**config.mk**
```make
export PLATFORM = sky130hd
export DESIGN_NAME = hram_chan_arbiter_flat
export DESIGN_NICKNAME = d
export VERILOG_FILES = /design/src/rtl/hram_chan_arbiter_if.sv /design/src/rtl/hram_chan_arbiter.sv /design/src/flat_wrapper.sv
export SDC_FILE = /design/constraint.sdc
export NUM_CORES = 1
export LEC_CHECK = 0
export ABC_AREA = 1
export CORE_AREA = 2 2 150 152
export DETAILED_ROUTE_END_ITERATION = 12
export DIE_AREA = 0 0 152 154
export PLACE_DENSITY = 0.9
export SETUP_SLACK_MARGIN = 0.02
export SYNTH_ARGS = -nofsm -noshare
export SYNTH_HDL_FRONTEND = slang
export SYNTH_SLANG_ARGS = --single-unit
```
**constraint.sdc**
```tcl
create_clock -name clk -period 5.5 [get_ports clk]
set_clock_uncertainty 0.2 [all_clocks]
set_input_delay 1.1 -clock clk [delete_from_list [all_inputs] [get_ports clk]]
set_output_delay 1.1 -clock clk [all_outputs]
set_load 0.01 [all_outputs]
```
**src/rtl/hram_chan_arbiter_if.sv**
```systemverilog
// Requester and controller bundle for the HyperRAM channel arbiter.
// The arbiter binds the slave modport; the environment binds the master modport.
interface hram_chan_arbiter_if;
    logic [1:0]  req_valid;
    logic [3:0]  req_mode;
    logic [63:0] req_addr;
    logic [63:0] req_num_words;
    logic [5:0]  req_latency;
    logic [63:0] req_wr_data;
    logic [1:0]  req_wr_valid;
    logic [1:0]  req_gnt;
    logic [1:0]  req_done;
    logic [1:0]  req_err;
    logic [31:0] rd_data;
    logic [1:0]  rd_valid;
    logic        busy;

    logic        ctrl_ready;
    logic        ctrl_cs;
    logic [1:0]  ctrl_mode;
    logic [31:0] ctrl_addr;
    logic [31:0] ctrl_num_words;
    logic [2:0]  ctrl_latency;
    logic [31:0] ctrl_wr_data;
    logic        ctrl_wr_data_valid;
    logic [31:0] ctrl_rd_data;
    logic        ctrl_rd_data_valid;

    modport slave (
        input  req_valid, req_mode, req_addr, req_num_words, req_latency,
               req_wr_data, req_wr_valid, ctrl_ready, ctrl_rd_data, ctrl_rd_data_valid,
        output req_gnt, req_done, req_err, rd_data, rd_valid, busy,
               ctrl_cs, ctrl_mode, ctrl_addr, ctrl_num_words, ctrl_latency,
               ctrl_wr_data, ctrl_wr_data_valid
    );

    modport master (
        output req_valid, req_mode, req_addr, req_num_words, req_latency,
               req_wr_data, req_wr_valid, ctrl_ready, ctrl_rd_data, ctrl_rd_data_valid,
        input  req_gnt, req_done, req_err, rd_data, rd_valid, busy,
               ctrl_cs, ctrl_mode, ctrl_addr, ctrl_num_words, ctrl_latency,
               ctrl_wr_data, ctrl_wr_data_valid
    );
endinterface

```
**src/rtl/hram_chan_arbiter.sv**
```systemverilog
// Two-requester round-robin arbiter in front of a HyperRAM controller.
// Optional read watchdog enabled by defining HRAM_ARB_TIMEOUT_EN.
module hram_chan_arbiter #(
    parameter int unsigned TIMEOUT_CYCLES = 1024
) (
    input  logic               clk,
    input  logic               rst,
    hram_chan_arbiter_if.slave bus
);

    localparam logic [2:0] S_IDLE  = 3'd0;
    localparam logic [2:0] S_ISSUE = 3'd1;
    localparam logic [2:0] S_WRITE = 3'd2;
    localparam logic [2:0] S_READ  = 3'd3;
    localparam logic [2:0] S_DONE  = 3'd4;

    localparam int unsigned TMO_W = (TIMEOUT_CYCLES > 1) ? $clog2(TIMEOUT_CYCLES) : 1;
    localparam logic [TMO_W-1:0] TMO_LAST = TMO_W'(TIMEOUT_CYCLES - 1);

`ifdef HRAM_ARB_TIMEOUT_EN
    localparam bit TMO_EN = 1'b1;
`else
    localparam bit TMO_EN = 1'b0;
`endif

    logic [2:0]       state_q, state_d;
    logic             sel_q, sel_d;
    logic             prio_q, prio_d;
    logic [1:0]       gnt_q, gnt_d;
    logic [1:0]       mode_q, mode_d;
    logic [31:0]      addr_q, addr_d;
    logic [31:0]      num_q, num_d;
    logic [2:0]       lat_q, lat_d;
    logic [31:0]      cnt_q, cnt_d;
    logic [TMO_W-1:0] tmo_q, tmo_d;
    logic             err_q, err_d;
    logic [31:0]      wr_data_q, wr_data_d;
    logic             wr_vld_q, wr_vld_d;
    logic [31:0]      rd_data_q, rd_data_d;
    logic [1:0]       rd_vld_q, rd_vld_d;

    // prio_q names the requester that wins a tie; it flips to the other one after each DONE.
    logic        win;
    logic [31:0] win_num;
    assign win     = bus.req_valid[prio_q] ? prio_q : ~prio_q;
    assign win_num = win ? bus.req_num_words[63:32] : bus.req_num_words[31:0];

    always_comb begin
        // NOTE: every _d gets a default before the case so no path can infer a latch.
        state_d   = state_q;
        sel_d     = sel_q;
        prio_d    = prio_q;
        gnt_d     = gnt_q;
        mode_d    = mode_q;
        addr_d    = addr_q;
        num_d     = num_q;
        lat_d     = lat_q;
        cnt_d     = cnt_q;
        tmo_d     = tmo_q;
        err_d     = err_q;
        wr_data_d = wr_data_q;
        wr_vld_d  = 1'b0;
        rd_data_d = rd_data_q;
        rd_vld_d  = 2'b00;

        case (state_q)
            S_IDLE: begin
                if (bus.ctrl_ready && (bus.req_valid != 2'b00)) begin
                    sel_d   = win;
                    gnt_d   = win ? 2'b10 : 2'b01;
                    mode_d  = win ? bus.req_mode[3:2] : bus.req_mode[1:0];
                    addr_d  = win ? bus.req_addr[63:32] : bus.req_addr[31:0];
                    num_d   = win_num;
                    lat_d   = win ? bus.req_latency[5:3] : bus.req_latency[2:0];
                    cnt_d   = '0;
                    state_d = (win_num == '0) ? S_DONE : S_ISSUE;
                end
            end
            S_ISSUE: begin
                cnt_d   = '0;
                tmo_d   = '0;
                state_d = mode_q[0] ? S_READ : S_WRITE;
            end
            S_WRITE: begin
                if (cnt_q == num_q) begin
                    state_d = S_DONE;
                end else if (bus.req_wr_valid[sel_q]) begin
                    wr_vld_d  = 1'b1;
                    wr_data_d = sel_q ? bus.req_wr_data[63:32] : bus.req_wr_data[31:0];
                    cnt_d     = cnt_q + 32'd1;
                end
            end
            S_READ: begin
                if (cnt_q == num_q) begin
                    state_d = S_DONE;
                end else if (bus.ctrl_rd_data_valid) begin
                    rd_vld_d  = gnt_q;
                    rd_data_d = bus.ctrl_rd_data;
                    cnt_d     = cnt_q + 32'd1;
                    tmo_d     = '0;
                end else if (TMO_EN) begin
                    if (tmo_q == TMO_LAST) begin
                        state_d = S_DONE;
                        err_d   = 1'b1;
                    end else begin
                        tmo_d = tmo_q + 1'b1;
                    end
                end
            end
            S_DONE: begin
                gnt_d   = 2'b00;
                err_d   = 1'b0;
                prio_d  = ~sel_q;
                state_d = S_IDLE;
            end
            default: state_d = S_IDLE;
        endcase
    end

    // NOTE: state registers use non-blocking assignments so every flop samples pre-edge values.
    always_ff @(posedge clk or negedge rst) begin
        if (!rst) begin
            state_q   <= S_IDLE;
            sel_q     <= 1'b0;
            prio_q    <= 1'b0;
            gnt_q     <= 2'b00;
            mode_q    <= '0;
            addr_q    <= '0;
            num_q     <= '0;
            lat_q     <= '0;
            cnt_q     <= '0;
            tmo_q     <= '0;
            err_q     <= 1'b0;
            wr_data_q <= '0;
            wr_vld_q  <= 1'b0;
            rd_data_q <= '0;
            rd_vld_q  <= 2'b00;
        end else begin
            state_q   <= state_d;
            sel_q     <= sel_d;
            prio_q    <= prio_d;
            gnt_q     <= gnt_d;
            mode_q    <= mode_d;
            addr_q    <= addr_d;
            num_q     <= num_d;
            lat_q     <= lat_d;
            cnt_q     <= cnt_d;
            tmo_q     <= tmo_d;
            err_q     <= err_d;
            wr_data_q <= wr_data_d;
            wr_vld_q  <= wr_vld_d;
            rd_data_q <= rd_data_d;
            rd_vld_q  <= rd_vld_d;
        end
    end

    logic [1:0] done_w;
    assign done_w = (state_q == S_DONE) ? gnt_q : 2'b00;

    assign bus.req_gnt            = gnt_q;
    assign bus.req_done           = done_w;
    assign bus.req_err            = (TMO_EN && err_q) ? done_w : 2'b00;
    assign bus.rd_data            = rd_data_q;
    assign bus.rd_valid           = rd_vld_q;
    assign bus.busy               = (state_q != S_IDLE);
    assign bus.ctrl_cs            = (state_q == S_ISSUE);
    assign bus.ctrl_mode          = mode_q;
    assign bus.ctrl_addr          = addr_q;
    assign bus.ctrl_num_words     = num_q;
    assign bus.ctrl_latency       = lat_q;
    assign bus.ctrl_wr_data       = wr_data_q;
    assign bus.ctrl_wr_data_valid = wr_vld_q;

endmodule

```
**src/flat_wrapper.sv**
```systemverilog
// flat-port wrapper written by rule: the top's interface ports become plain ports
module hram_chan_arbiter_flat 
#(
    parameter int unsigned TIMEOUT_CYCLES = 1024
)
  (clk, rst, bus_req_valid, bus_req_mode, bus_req_addr, bus_req_num_words, bus_req_latency, bus_req_wr_data, bus_req_wr_valid, bus_ctrl_ready, bus_ctrl_rd_data, bus_ctrl_rd_data_valid, bus_req_gnt, bus_req_done, bus_req_err, bus_rd_data, bus_rd_valid, bus_busy, bus_ctrl_cs, bus_ctrl_mode, bus_ctrl_addr, bus_ctrl_num_words, bus_ctrl_latency, bus_ctrl_wr_data, bus_ctrl_wr_data_valid);
  hram_chan_arbiter_if bus_i ();
  input  logic clk;
  input  logic rst;
  input wire logic [$bits(bus_i.req_valid)-1:0] bus_req_valid;
  input wire logic [$bits(bus_i.req_mode)-1:0] bus_req_mode;
  input wire logic [$bits(bus_i.req_addr)-1:0] bus_req_addr;
  input wire logic [$bits(bus_i.req_num_words)-1:0] bus_req_num_words;
  input wire logic [$bits(bus_i.req_latency)-1:0] bus_req_latency;
  input wire logic [$bits(bus_i.req_wr_data)-1:0] bus_req_wr_data;
  input wire logic [$bits(bus_i.req_wr_valid)-1:0] bus_req_wr_valid;
  input wire logic [$bits(bus_i.ctrl_ready)-1:0] bus_ctrl_ready;
  input wire logic [$bits(bus_i.ctrl_rd_data)-1:0] bus_ctrl_rd_data;
  input wire logic [$bits(bus_i.ctrl_rd_data_valid)-1:0] bus_ctrl_rd_data_valid;
  output wire logic [$bits(bus_i.req_gnt)-1:0] bus_req_gnt;
  output wire logic [$bits(bus_i.req_done)-1:0] bus_req_done;
  output wire logic [$bits(bus_i.req_err)-1:0] bus_req_err;
  output wire logic [$bits(bus_i.rd_data)-1:0] bus_rd_data;
  output wire logic [$bits(bus_i.rd_valid)-1:0] bus_rd_valid;
  output wire logic [$bits(bus_i.busy)-1:0] bus_busy;
  output wire logic [$bits(bus_i.ctrl_cs)-1:0] bus_ctrl_cs;
  output wire logic [$bits(bus_i.ctrl_mode)-1:0] bus_ctrl_mode;
  output wire logic [$bits(bus_i.ctrl_addr)-1:0] bus_ctrl_addr;
  output wire logic [$bits(bus_i.ctrl_num_words)-1:0] bus_ctrl_num_words;
  output wire logic [$bits(bus_i.ctrl_latency)-1:0] bus_ctrl_latency;
  output wire logic [$bits(bus_i.ctrl_wr_data)-1:0] bus_ctrl_wr_data;
  output wire logic [$bits(bus_i.ctrl_wr_data_valid)-1:0] bus_ctrl_wr_data_valid;
  assign bus_i.req_valid = bus_req_valid;
  assign bus_i.req_mode = bus_req_mode;
  assign bus_i.req_addr = bus_req_addr;
  assign bus_i.req_num_words = bus_req_num_words;
  assign bus_i.req_latency = bus_req_latency;
  assign bus_i.req_wr_data = bus_req_wr_data;
  assign bus_i.req_wr_valid = bus_req_wr_valid;
  assign bus_i.ctrl_ready = bus_ctrl_ready;
  assign bus_i.ctrl_rd_data = bus_ctrl_rd_data;
  assign bus_i.ctrl_rd_data_valid = bus_ctrl_rd_data_valid;
  assign bus_req_gnt = bus_i.req_gnt;
  assign bus_req_done = bus_i.req_done;
  assign bus_req_err = bus_i.req_err;
  assign bus_rd_data = bus_i.rd_data;
  assign bus_rd_valid = bus_i.rd_valid;
  assign bus_busy = bus_i.busy;
  assign bus_ctrl_cs = bus_i.ctrl_cs;
  assign bus_ctrl_mode = bus_i.ctrl_mode;
  assign bus_ctrl_addr = bus_i.ctrl_addr;
  assign bus_ctrl_num_words = bus_i.ctrl_num_words;
  assign bus_ctrl_latency = bus_i.ctrl_latency;
  assign bus_ctrl_wr_data = bus_i.ctrl_wr_data;
  assign bus_ctrl_wr_data_valid = bus_i.ctrl_wr_data_valid;
  hram_chan_arbiter #(.TIMEOUT_CYCLES(TIMEOUT_CYCLES)) u_core (.clk(clk), .rst(rst), .bus(bus_i));
endmodule
```
* Word-level counts from Yosys, hierarchy flattened
Index checks and enable logic that the tools add are counted.
** Operators by class
- Add/subtract/negate cells :: 1
- $lt $le $gt $ge :: 2
- Equal/unequal tests :: 11
- Mux-type cells :: 31
- Bitwise gates (word level) :: 3
- Reductions and logical operators :: 14
** Operators with widths (count)
- $mux W32 :: 8
- $pmux W32 S4 :: 1
- $add A32 B1 Y32 const B :: 1
- $eq A32 B32 Y1 :: 1
- $logic_not A32 Y1 :: 1
- $mux W2 :: 7
- $mux W3 :: 4
- $mux W1 :: 9
- $pmux W3 S3 :: 1
- $eq A3 B2 Y1 const B :: 2
- $ne A2 B1 Y1 const B :: 3
- $ne A2 B2 Y1 const B :: 3
- $reduce_and A2 Y1 :: 3
- $reduce_and A3 Y1 :: 2
- $reduce_and A6 Y1 :: 1
- $lt A1 B2 Y1 const B :: 2
- $pmux W2 S2 :: 1
- $reduce_bool A2 Y1 :: 2
- $reduce_bool A4 Y1 :: 1
- $eq A3 B1 Y1 const B :: 1
- $eq A3 B3 Y1 const B :: 1
- $logic_not A3 Y1 :: 1
- $not A1 Y1 :: 3
- $reduce_bool A3 Y1 :: 1
- other kinds (2) :: 2
** Storage, ports and cells
- Bits in registers :: 175
- Bits of input ports :: 242
- Output and inout bits :: 144
- Logic and storage cells :: 75

* Longest topological paths before layout
Gate-level depths: netlist of the first run.
- Word-level depth :: 8
- Mapped depth :: 15
- Mapped depth without buffers :: 14

* Worst setup path after synthesis of the first run
No wires, ideal clock.
- Kind :: input -> register
- Start point :: input port bus_req_valid[0]
- End point :: register u_core.state_q[0]
- Setup time :: 0.116 ns
- Arrival :: 2.135 ns
- Required time :: 5.184 ns
- Setup slack :: 3.049 ns
- Cell stages on the path :: 15
- Path buffers :: 1
- Cells stage by stage :: inv_1 > nand2_2 > nand2_2 > buf_4 > nand2_1 > nand2_1 > nand2_1 > nor2_1 > nand2_1 > nor2_1 > nand2_1 > nand2_1 > nand2_1 > nand2_1 > nand2_1
** Between the ends
- Word-level cells in the longest chain between the ends :: 8
- Elaborated cells on any way between the ends :: 12
- Classes of those cells :: eq/ne: 1; mux: 7; reduce/logical: 4
** RTL lines
- from (decl) :: RTL line flat_wrapper.sv:10 : input wire logic [$bits(bus_i.req_valid)-1:0] bus_req_valid;
- $mux W1 (implied by the code) (2 in series) :: RTL line hram_chan_arbiter.sv:45 : assign win = bus.req_valid[prio_q] ? prio_q : ~prio_q;
- $mux W1 :: RTL line hram_chan_arbiter.sv:45
- $mux W32 :: RTL line hram_chan_arbiter.sv:46 : assign win_num = win ? bus.req_num_words[63:32] : bus.req_num_words[31:0];
- $logic_not A32 Y1 :: RTL line hram_chan_arbiter.sv:76 : state_d = (win_num == '0) ? S_DONE : S_ISSUE;
- $mux W3 :: RTL line hram_chan_arbiter.sv:76
- $mux W3 :: RTL line hram_chan_arbiter.sv:68 : if (bus.ctrl_ready && (bus.req_valid != 2'b00)) begin
- $pmux W3 S3 :: RTL line hram_chan_arbiter.sv:66 : case (state_q)
- to (signal assigned) :: RTL line hram_chan_arbiter.sv:139 : state_q <= state_d;
- to (decl) :: RTL line hram_chan_arbiter.sv:26 : logic [2:0] state_q, state_d;
Several ways; a longest one is shown, not always the timed one. The select of a mux whose other input is x is not followed.
A chain may end at the register's enable or synchronous reset.

* Final worst setup path of the first run
- Start point :: input port bus_req_valid[1]
- End point :: register u_core.state_q[0]
The elaborated chain is that of the path after synthesis.

==> results.cfg, run 1 <==
[setup_path]
critPathArrivalTime_ps = 3700
critPathMaxStageDelay_ps = 560
cp.depth = 15
cp_slowest_cell = nand2_2
r2r-start = u_core.sel_q
cp_common_cell = nand2_1
crit_path_cell_trace = clkdlybuf4s50_1, nand2_2, nand2_2, buf_4, nand2_1, nand2_1, nand2_1, nor2_1, nand2_1, nor2_1, nand2_1, nand2_1, nand2_1, nand2_1, nand2_1
timing.rr.end = u_core.cnt_q[6]
reg2regPathDepth = 9
startpoint_type = input pin
critical_path.startpoint = bus_req_valid[1]
crit_family = simple AND/OR/NAND/NOR gates
end_kind = flip-flop
crit_required_ps = 5620
crit_fanout = 36
crit_type = in2reg
r2r_slack_ps = 2010
worstSetupEndpoint = u_core.state_q[0]
cp_num_buf_inv = 2

[synth]
synth_cells = 1357
async_reset_ff_share_pct = 100
netlist.area_leader.share_pct = 45.2
ys.flop_type = dfrtp_1
seq_area_frac_synth_pct = 45.2
syn-cell-area_mm2 = 0.00970
syn_avg_cell_area_um2 = 7.15
ys_ff_latch = 175
ys_types = 32
synth_area_leader_cell = dfrtp_1
synth_warnings = 0
synth.area.top_cells = dfrtp_1 45%, nand2_1 22%, nand3_1 6.1%
synth-edff-count = 0

[clock_network]
clk_latency_ps = 430
cts_tree = yes
clock-sinks = 175
cts_hold_buffers = 0
cts_resized = 0
root_buffer = clkbuf_16
clkSlewWorstSetupHoldPaths_ps = 60
htreeDepth = 4
cts_buffers = 17
post_cts_buffers = 0
cts_buffer_depth = 2

[route]
final_antenna_net_count = 0
vias_per_cell = 5.12
drc = 0
wl_um = 34100
post_drt_wl_per_cell_um = 17.1
drtIter0Drc = 842
vias = 10200
first_pass_iters = 5

[placement]
placed_area_mm2 = 0.0135
numPortBuffers = 383
gp_congestion = 0.967
dp_hpwl_um = 25900

[global_route]
overflow = 0
grt_max_degree = 106
grt_pass1_vias = 10100
grt_util_all_layers_pct = 28.7
grt_pass1_wl_um = 53500
antenna_found_initial = 1

[floorplanning]
die_area_mm2 = 0.0234
num_io_pins = 386
die_x_um = 152
rows = 54
initial_core_util_pct = 44.7
core_mm2 = 0.0217
die_y_um = 154

[sta]
fmax_mhz = 279
slew_violations = 0
fin_crit_ps = 3580
tightest_slew_ps = 1050
slew_headroom_pct = 30.0
rsz0062_at_grt = no
fin_crit_sh_pct = 65.1
final-hold-violation-count = 0
finalSetupViolations = 0
setup_total_negative_slack_ps = 0

[pwr]
finalPower_mw = 6.63
ir_drop_mv = 0.242
power.density_mw_per_mm2 = 470
p_leak_nw = 6.67

[worst_hold_path]
hp-class = reg2reg
worstHoldStart = u_core.bus.rd_data[2]

[layout]
drive_above_1_share_pct = 4.80
area_growth_pct = 45.6
fin_area_mm2 = 0.0141
fin_nets = 1940
nFillCells = 1770

[run]
maxCapViolations = 0

[status]
status = complete, no violations
placed cells by master (no fill, tap or decap), types with 8 or more instances in the layout:
cell / synthesis / routed
clkdlybuf4s50_1: 0 / 382
inv_1: 138 / 138
nand2_1: 563 / 563
o21ai_0: 86 / 86
or2_2: 8 / 8
nand3_1: 118 / 118
nor2_1: 64 / 64
nand4_1: 9 / 9
clkbuf_16: 0 / 17
dfrtp_1: 175 / 175
xor2_1: 15 / 15
o21ai_1: 21 / 21
o21ai_2: 18 / 18
nor3_1: 11 / 11
xnor2_1: 23 / 23
flip-flops by register name, indices dropped and copies added, names as in the netlist, 2 cells and up:
| name | count |
|---|---|
| u_core.bus.ctrl_mode | 2 |
| u_core.cnt_q | 32 |
| u_core.bus.ctrl_wr_data | 32 |
| u_core.bus.rd_data | 32 |
| u_core.bus.req_gnt | 2 |
| u_core.bus.ctrl_latency | 3 |
| u_core.bus.ctrl_addr | 32 |
| u_core.bus.rd_valid | 2 |
| u_core.bus.ctrl_num_words | 32 |
| u_core.state_q | 3 |
cell usage after synthesis, drive strengths merged, types with 2 or more instances:
cell type / number
a21oi: 6
buf: 49
clkbuf: 20
dfrtp: 175
inv: 142
nand2: 571
nand3: 118
nand3b: 6
nand4: 9
nor2: 67
nor3: 14
nor3b: 2
o21ai: 125
o22ai: 2
or2: 10
xnor2: 23
xor2: 15
layout make-up:
type	instances	area [µm²]	share of cell area, %
sequential	175	4380	31.0
clock inverter	13	151	1.07
tap	280	350	2.48
timing repair buffer	389	3880	27.5
inverter	142	533	3.77
clock buffer	19	433	3.07
antenna	2	5.00	0.0354
multi-input combinational	972	4390	31.1
report_power, final:
| group | total [mW] | internal [mW] | switching [mW] |
|---|---|---|---|
| Clock | 1.23 | 0.680 | 0.555 |
| Combinational | 3.21 | 1.44 | 1.76 |
| Sequential | 2.19 | 1.78 | 0.412 |
kinds of logic (layout without fill, tap and decap cells):
| kind of cell | after synthesis | in the layout | synth area share [%] |
|---|---|---|---|
| xor gates and xnor gates | 38 | 38 | 3.43 |
| buffers and inverters | 211 | 563 | 9.65 |
| other | 1 | 4 | 0.0387 |
| adders and majority gates | 1 | 1 | 0.129 |
| AOI/OAI and AO/OA | 134 | 134 | 7.66 |
| and+or+nand+nor | 797 | 797 | 33.9 |
| DFF | 175 | 175 | 45.2 |
worst min path at each step:
stage | slack (ps) | cells past startpoint | endpoint
after global placement | 260 | 2 | u_core.bus.rd_data[19]
after detailed placement | 270 | 2 | u_core.bus.rd_data[23]
after CTS | 290 | 2 | u_core.bus.rd_data[17]
final | 280 | 2 | u_core.bus.rd_data[2]
after floorplan | 270 | 2 | u_core.state_q[0]
after global routing | 300 | 2 | u_core.bus.rd_data[19]
worst min-delay path: cells and delay by family (launching register included):
| family | cells | cell delay, ps |
|---|---|---|
| compound gates | 1 | 50 |
| flops | 1 | 340 |
| simple gates | 1 | 50 |
stage by stage:
step,utilization (%),std cells,hold slack [ps],setup WS [ps]
CTS,65.1,1990,286,1970
global placement,62.4,1958,264,1650
finish,65.1,1992,281,1920
detailed placement,62.4,1958,266,1530
floorplan,-,1358,269,3050
global route,65.1,1991,303,1670
layer usage:
metal	share of wire [%]	vias up	track usage [%]
li1	-	4893	-
met1	39	4778	33.7
met2	50	440	50.1
met3	7.4	84	7.53
met4	3.3	0	11.3
met5	0	-	0
(Power assumes the default switching activity.)
==> inputs of run 2 (changes only) <==
Settings changed: CORE_AREA 2 2 150 152 to not set, CORE_MARGIN set to 2, CORE_UTILIZATION set to 44, DIE_AREA 0 0 152 154 to not set, PLACE_DENSITY 0.9 to 0.89.
Clock period 5.5 ns to 3.3 ns, I/O delays scaled along.
==> run 2 against run 1 <==
Effect of this change: the flow now finishes with violations (hold timing); clock power grew 63%; sequential power rose by 68%; worst hold slack got worse by 290 ps; largest power group unchanged.
==> results.cfg, run 2 (synthesis gave the netlist of run 1 again) <==
[status]
violations = hold timing
status = complete, but fails checks

[setup_path]
cp_slowest_cell = clkdlybuf4s50_1
r2r-start = u_core.cnt_q[0]
startpoint_type = flip-flop
cp.depth = 4
critPathMaxStageDelay_ps = 570
crit_path_cell_trace = inv_1, nand3_1, nor2_1, clkdlybuf4s50_1
r2r_slack_ps = 700
worstSetupEndpoint = bus_req_done[1]
crit_family = buffers and inverters
critPathArrivalTime_ps = 1920
crit_fanout = 5
critical_path.startpoint = u_core.state_q[0]
timing.rr.end = u_core.cnt_q[2]
reg2regPathDepth = 12
crit_type = reg2out
crit_required_ps = 2440
end_kind = primary output
cp_num_buf_inv = 2

[placement]
gp_congestion = 0.964
numPortBuffers = 383
dp_hpwl_um = 26500
placed_area_mm2 = 0.0137

[layout]
fin_nets = 1954
layout_common_cells = 563 x nand2_1, 382 x clkdlybuf4s50_1, 175 x dfrtp_1
area_growth_pct = 47.2
fin_area_mm2 = 0.0143
fin_util_pct = 65.6
layout_commonest_cell = nand2_1
drive_above_1_share_pct = 5.68

[clock_network]
cts_buffer_depth = 2
root_buffer = clkbuf_16
htreeDepth = 4
cts_resized = 0
clk_latency_ps = 430
post_cts_buffers = 0
cts_hold_buffers = 0
clock-sinks = 175
cts_buffers = 17
cts_tree = yes
clkSlewWorstSetupHoldPaths_ps = 80

[run]
maxCapViolations = 0

[sta]
holdWs_ps = -13.5
tightest_slew_ps = 727
fin_crit_sh_pct = 84.4
fmax_mhz = 359
rsz0062_at_grt = no
slew_violations = 0
fin_crit_ps = 2780
finalSetupViolations = 0
setup_total_negative_slack_ps = 0
final-hold-violation-count = 2
slew_headroom_pct = 51.4

[pwr]
p_sw_share_pct = 41.7
seqPwrFrac_pct = 32.9
clkPwrFrac_pct = 18.0
p_int_mw = 6.51
p_leak_nw = 6.76
ir_drop_mv = 0.440
p_sw_mw = 4.65
combPwrFrac_pct = 49.0
power.density_mw_per_mm2 = 782

[floorplanning]
initial_core_util_pct = 44.6
die_y_um = 152
die_area_mm2 = 0.0232
core_mm2 = 0.0218
die_x_um = 152
rows = 54
num_io_pins = 386

[route]
vias = 10100
final_antenna_net_count = 0
drc = 0
vias_per_cell = 5.03
first_pass_iters = 7
wl_um = 34100
post_drt_wl_per_cell_um = 17.0
drtIter0Drc = 907

[global_route]
grt_util_all_layers_pct = 29.0
grt_max_degree = 67
antenna_found_initial = 4
grt_pass1_vias = 10100
overflow = 0
grt_pass1_wl_um = 53400

[worst_hold_path]
hp-class = in2async
[run 2: changes by cell type in the layout (fill, tap and decap cells not counted), moves of 2 or more]
| cell | previous run | this run |
|---|---|---|
| buf_12 | 0 | 3 |
| buf_4 | 6 | 17 |
| bufinv_16 | 2 | 0 |
| clkbuf_1 | 2 | 0 |
| clkinv_8 | 0 | 2 |
| clkinvlp_4 | 4 | 1 |
| diode_2 | 2 | 5 |
| inv_6 | 6 | 3 |
| inv_8 | 0 | 5 |
[run 2: final cells by class]
| cell class | instances | area, µm² |
|---|---|---|
| Clock inverter | 14 | 145 |
| Antenna cell | 5 | 12.5 |
| Timing Repair Buffer | 403 | 4020 |
| Inverter | 142 | 533 |
| Multi-Input combinational cell | 972 | 4390 |
| Clock buffer | 18 | 439 |
| Fill cell | 1826 | 7480 |
| Tap cell | 280 | 350 |
| Sequential cell | 175 | 4380 |
[run 2: worst reg2reg max path, cell delays in order (launching register included)]
cell and delay [ps]:
dfrtp_1 470, inv_2 130, nand2_1 60, nand2_1 50
nand2_1 50, nor2_1 130, nand2_1 80, nor2_1 240
nand3_1 440, nand2_2 210, buf_12 250, nor2_1 90
a21oi_1 130
[run 2: worst min-delay path by stage]
stage	startpoint	end	slack, ps	cells past startpoint
2_1_floorplan	rst	u_core.bus.ctrl_addr[0]	160	0
4_1_cts	rst	u_core.bus.rd_data[24]	20	1
6_report	rst	u_core.bus.rd_data[24]	-10	1
3_5_place_dp	u_core.bus.rd_data[28]	u_core.bus.rd_data[28]	270	2
5_1_grt	rst	u_core.bus.rd_data[24]	20	1
3_3_place_gp	u_core.bus.rd_data[29]	u_core.bus.rd_data[29]	270	2
[run 2: routing by layer]
| layer | track usage [%] | vias to the layer above | part of all wire (%) | wire length (µm) |
|---|---|---|---|---|
| li1 | - | 4909 | - | - |
| met1 | 34.0 | 4668 | 39 | 13100 |
| met2 | 49.9 | 432 | 50 | 16900 |
| met3 | 7.59 | 98 | 7.7 | 2620 |
| met4 | 13.3 | 0 | 4.0 | 1380 |
| met5 | 0 | - | 0 | 0 |
[run 2: power by group through the flow]
| stage | Combinational (mW) | Clock (mW) | Sequential [mW] |
|---|---|---|---|
| floorplan | 2.54 | 0 | 3.84 |
| global placement | 5.33 | 0 | 3.65 |
| detailed placement | 5.46 | 0 | 3.68 |
| CTS | 5.49 | 2.03 | 3.66 |
| global route | 5.97 | 2.13 | 3.77 |
| finish | 5.47 | 2.01 | 3.68 |
[run 2: metrics by stage]
step / power, mW / hold slack, ps / setup WS (ps) / instances
finish: 11.2 / -13.5 / 515 / 2009
global route: 11.9 / 24.7 / 330 / 2008
CTS: 11.2 / 22.0 / 528 / 2004
detailed placement: 9.14 / 268 / 165 / 1972
global placement: 8.98 / 265 / 288 / 1972
floorplan: 6.38 / 164 / 1290 / 1358
==> inputs of run 3 (changes only) <==
Clock period 3.3 ns to 2.9 ns, I/O delays scaled along.
==> run 3 against run 2 <==
Effect of this change: the run now ends clean; non-clock buffer count up 4; flip-flop and latch count unchanged; first-iteration DRC count down 5.4%; clock power up 14%; global-route usage up 0.41 points.
==> results.cfg, run 3 (synthesis gave the netlist of run 1 again) <==
[setup_path]
cp_slowest_cell = clkdlybuf4s50_1
crit_fanout = 5
crit_path_cell_trace = inv_1, nand3_1, nor2_1, clkdlybuf4s50_1
crit_required_ps = 2120
critPathMaxStageDelay_ps = 570
critPathArrivalTime_ps = 1890
startpoint_type = flip-flop
cp_num_buf_inv = 2
end_kind = primary output
crit_type = reg2out
crit_family = buffers and inverters

[sta]
fmax_mhz = 374
tightest_slew_ps = 544
setup_total_negative_slack_ps = 0
rsz0062_at_grt = no
slew_violations = 0
fin_crit_ps = 2670
fin_crit_sh_pct = 92.2
finalSetupViolations = 0
final-hold-violation-count = 0
holdWs_ps = 279
slew_headroom_pct = 63.7

[run]
maxCapViolations = 0

[global_route]
grt_pass1_vias = 10100
busiest_layer = met2
antenna_found_initial = 4
overflow = 0
grt_max_degree = 68
met2_usage_pct = 48.5
grt_pass1_wl_um = 54000
grt_use_met3_pct = 7.85
grt_util_all_layers_pct = 29.4
met1_usage_pct = 34.9

[route]
drtIter0Drc = 858
drc = 0
vias_per_cell = 5.13
final_antenna_net_count = 0
first_pass_iters = 6
vias = 10300
post_drt_wl_per_cell_um = 17.2
wl_um = 34700

[clock_network]
post_cts_buffers = 0
cts_tree = yes
clock-sinks = 175
clkSlewWorstSetupHoldPaths_ps = 70
htreeDepth = 4
cts_buffers = 17
cts_buffer_depth = 2
clk_latency_ps = 440
root_buffer = clkbuf_16

[floorplanning]
die_area_mm2 = 0.0232
core_mm2 = 0.0218
rows = 54
initial_core_util_pct = 44.6
num_io_pins = 386
die_y_um = 152
die_x_um = 152

[placement]
dp.cells = 1975
numPortBuffers = 383
gp_congestion = 0.958
dp_hpwl_um = 26800

[pwr]
power.density_mw_per_mm2 = 890
ir_drop_mv = 0.591
p_leak_nw = 6.80

[layout]
drive_above_1_share_pct = 5.84
layout.cells.non_filler = 2012
layout_common_cells = 563 x nand2_1, 382 x clkdlybuf4s50_1, 175 x dfrtp_1
fin_nets = 1958
layout_commonest_cell = nand2_1
area_growth_pct = 47.8
fin_util_pct = 65.9

[status]
status = complete, no violations

[worst_hold_path]
hp-class = reg2reg
run 3: path summary, 6_finish.rpt:
path,startpoint,endpoint,slack [ps],cells past startpoint
max in group asynchronous,rst,u_core.bus.ctrl_addr[23],1270,3
min reg2reg,u_core.bus.rd_data[21],u_core.bus.rd_data[21],280,2
min in group asynchronous,rst,u_core.bus.rd_data[24],440,2
max,u_core.state_q[0],bus_req_done[0],230,4
min,u_core.bus.rd_data[21],u_core.bus.rd_data[21],280,2
max reg2reg,u_core.cnt_q[0],u_core.cnt_q[22],460,11
run 3: layer usage:
metal | vias up | wire [µm]
li1 | 4913 | -
met3 | 115 | 3000
met1 | 4792 | 13000
met4 | 0 | 1800
met5 | - | 0
met2 | 496 | 16900
run 3: area by class of cell:
type	instances	area (µm²)
clock inverters	14	141
fillers	1812	7420
well taps	280	350
multi-input cells	972	4390
repair buffers	407	4090
flip-flops and latches	175	4380
diodes	4	10.0
clock buffers	18	439
inverters	142	533
run 3: tightest hold or removal path, cell delays in order (launching register included):
cell	delay [ps]
dfrtp_1	340
nand2_1	60
o21ai_2	50
run 3: timing repair:
item	in CTS	in global routing
endpoints found under the hold margin	47	0
gates resized for setup	0	0
hold buffers	1	0
run 3: stage by stage:
step	cell area (µm²)	total power [mW]	worst slack, ps
6_report	14300	12.8	226
5_1_grt	14300	13.5	132
3_3_place_gp	13700	10.3	87.2
4_1_cts	14300	12.8	234
2_1_floorplan	9700	7.26	969
3_5_place_dp	13700	10.5	11.2
run 3: where the power goes:
part,internal [mW],switching (mW)
logic,2.88,3.40
clock network,1.17,1.12
registers,3.37,0.829
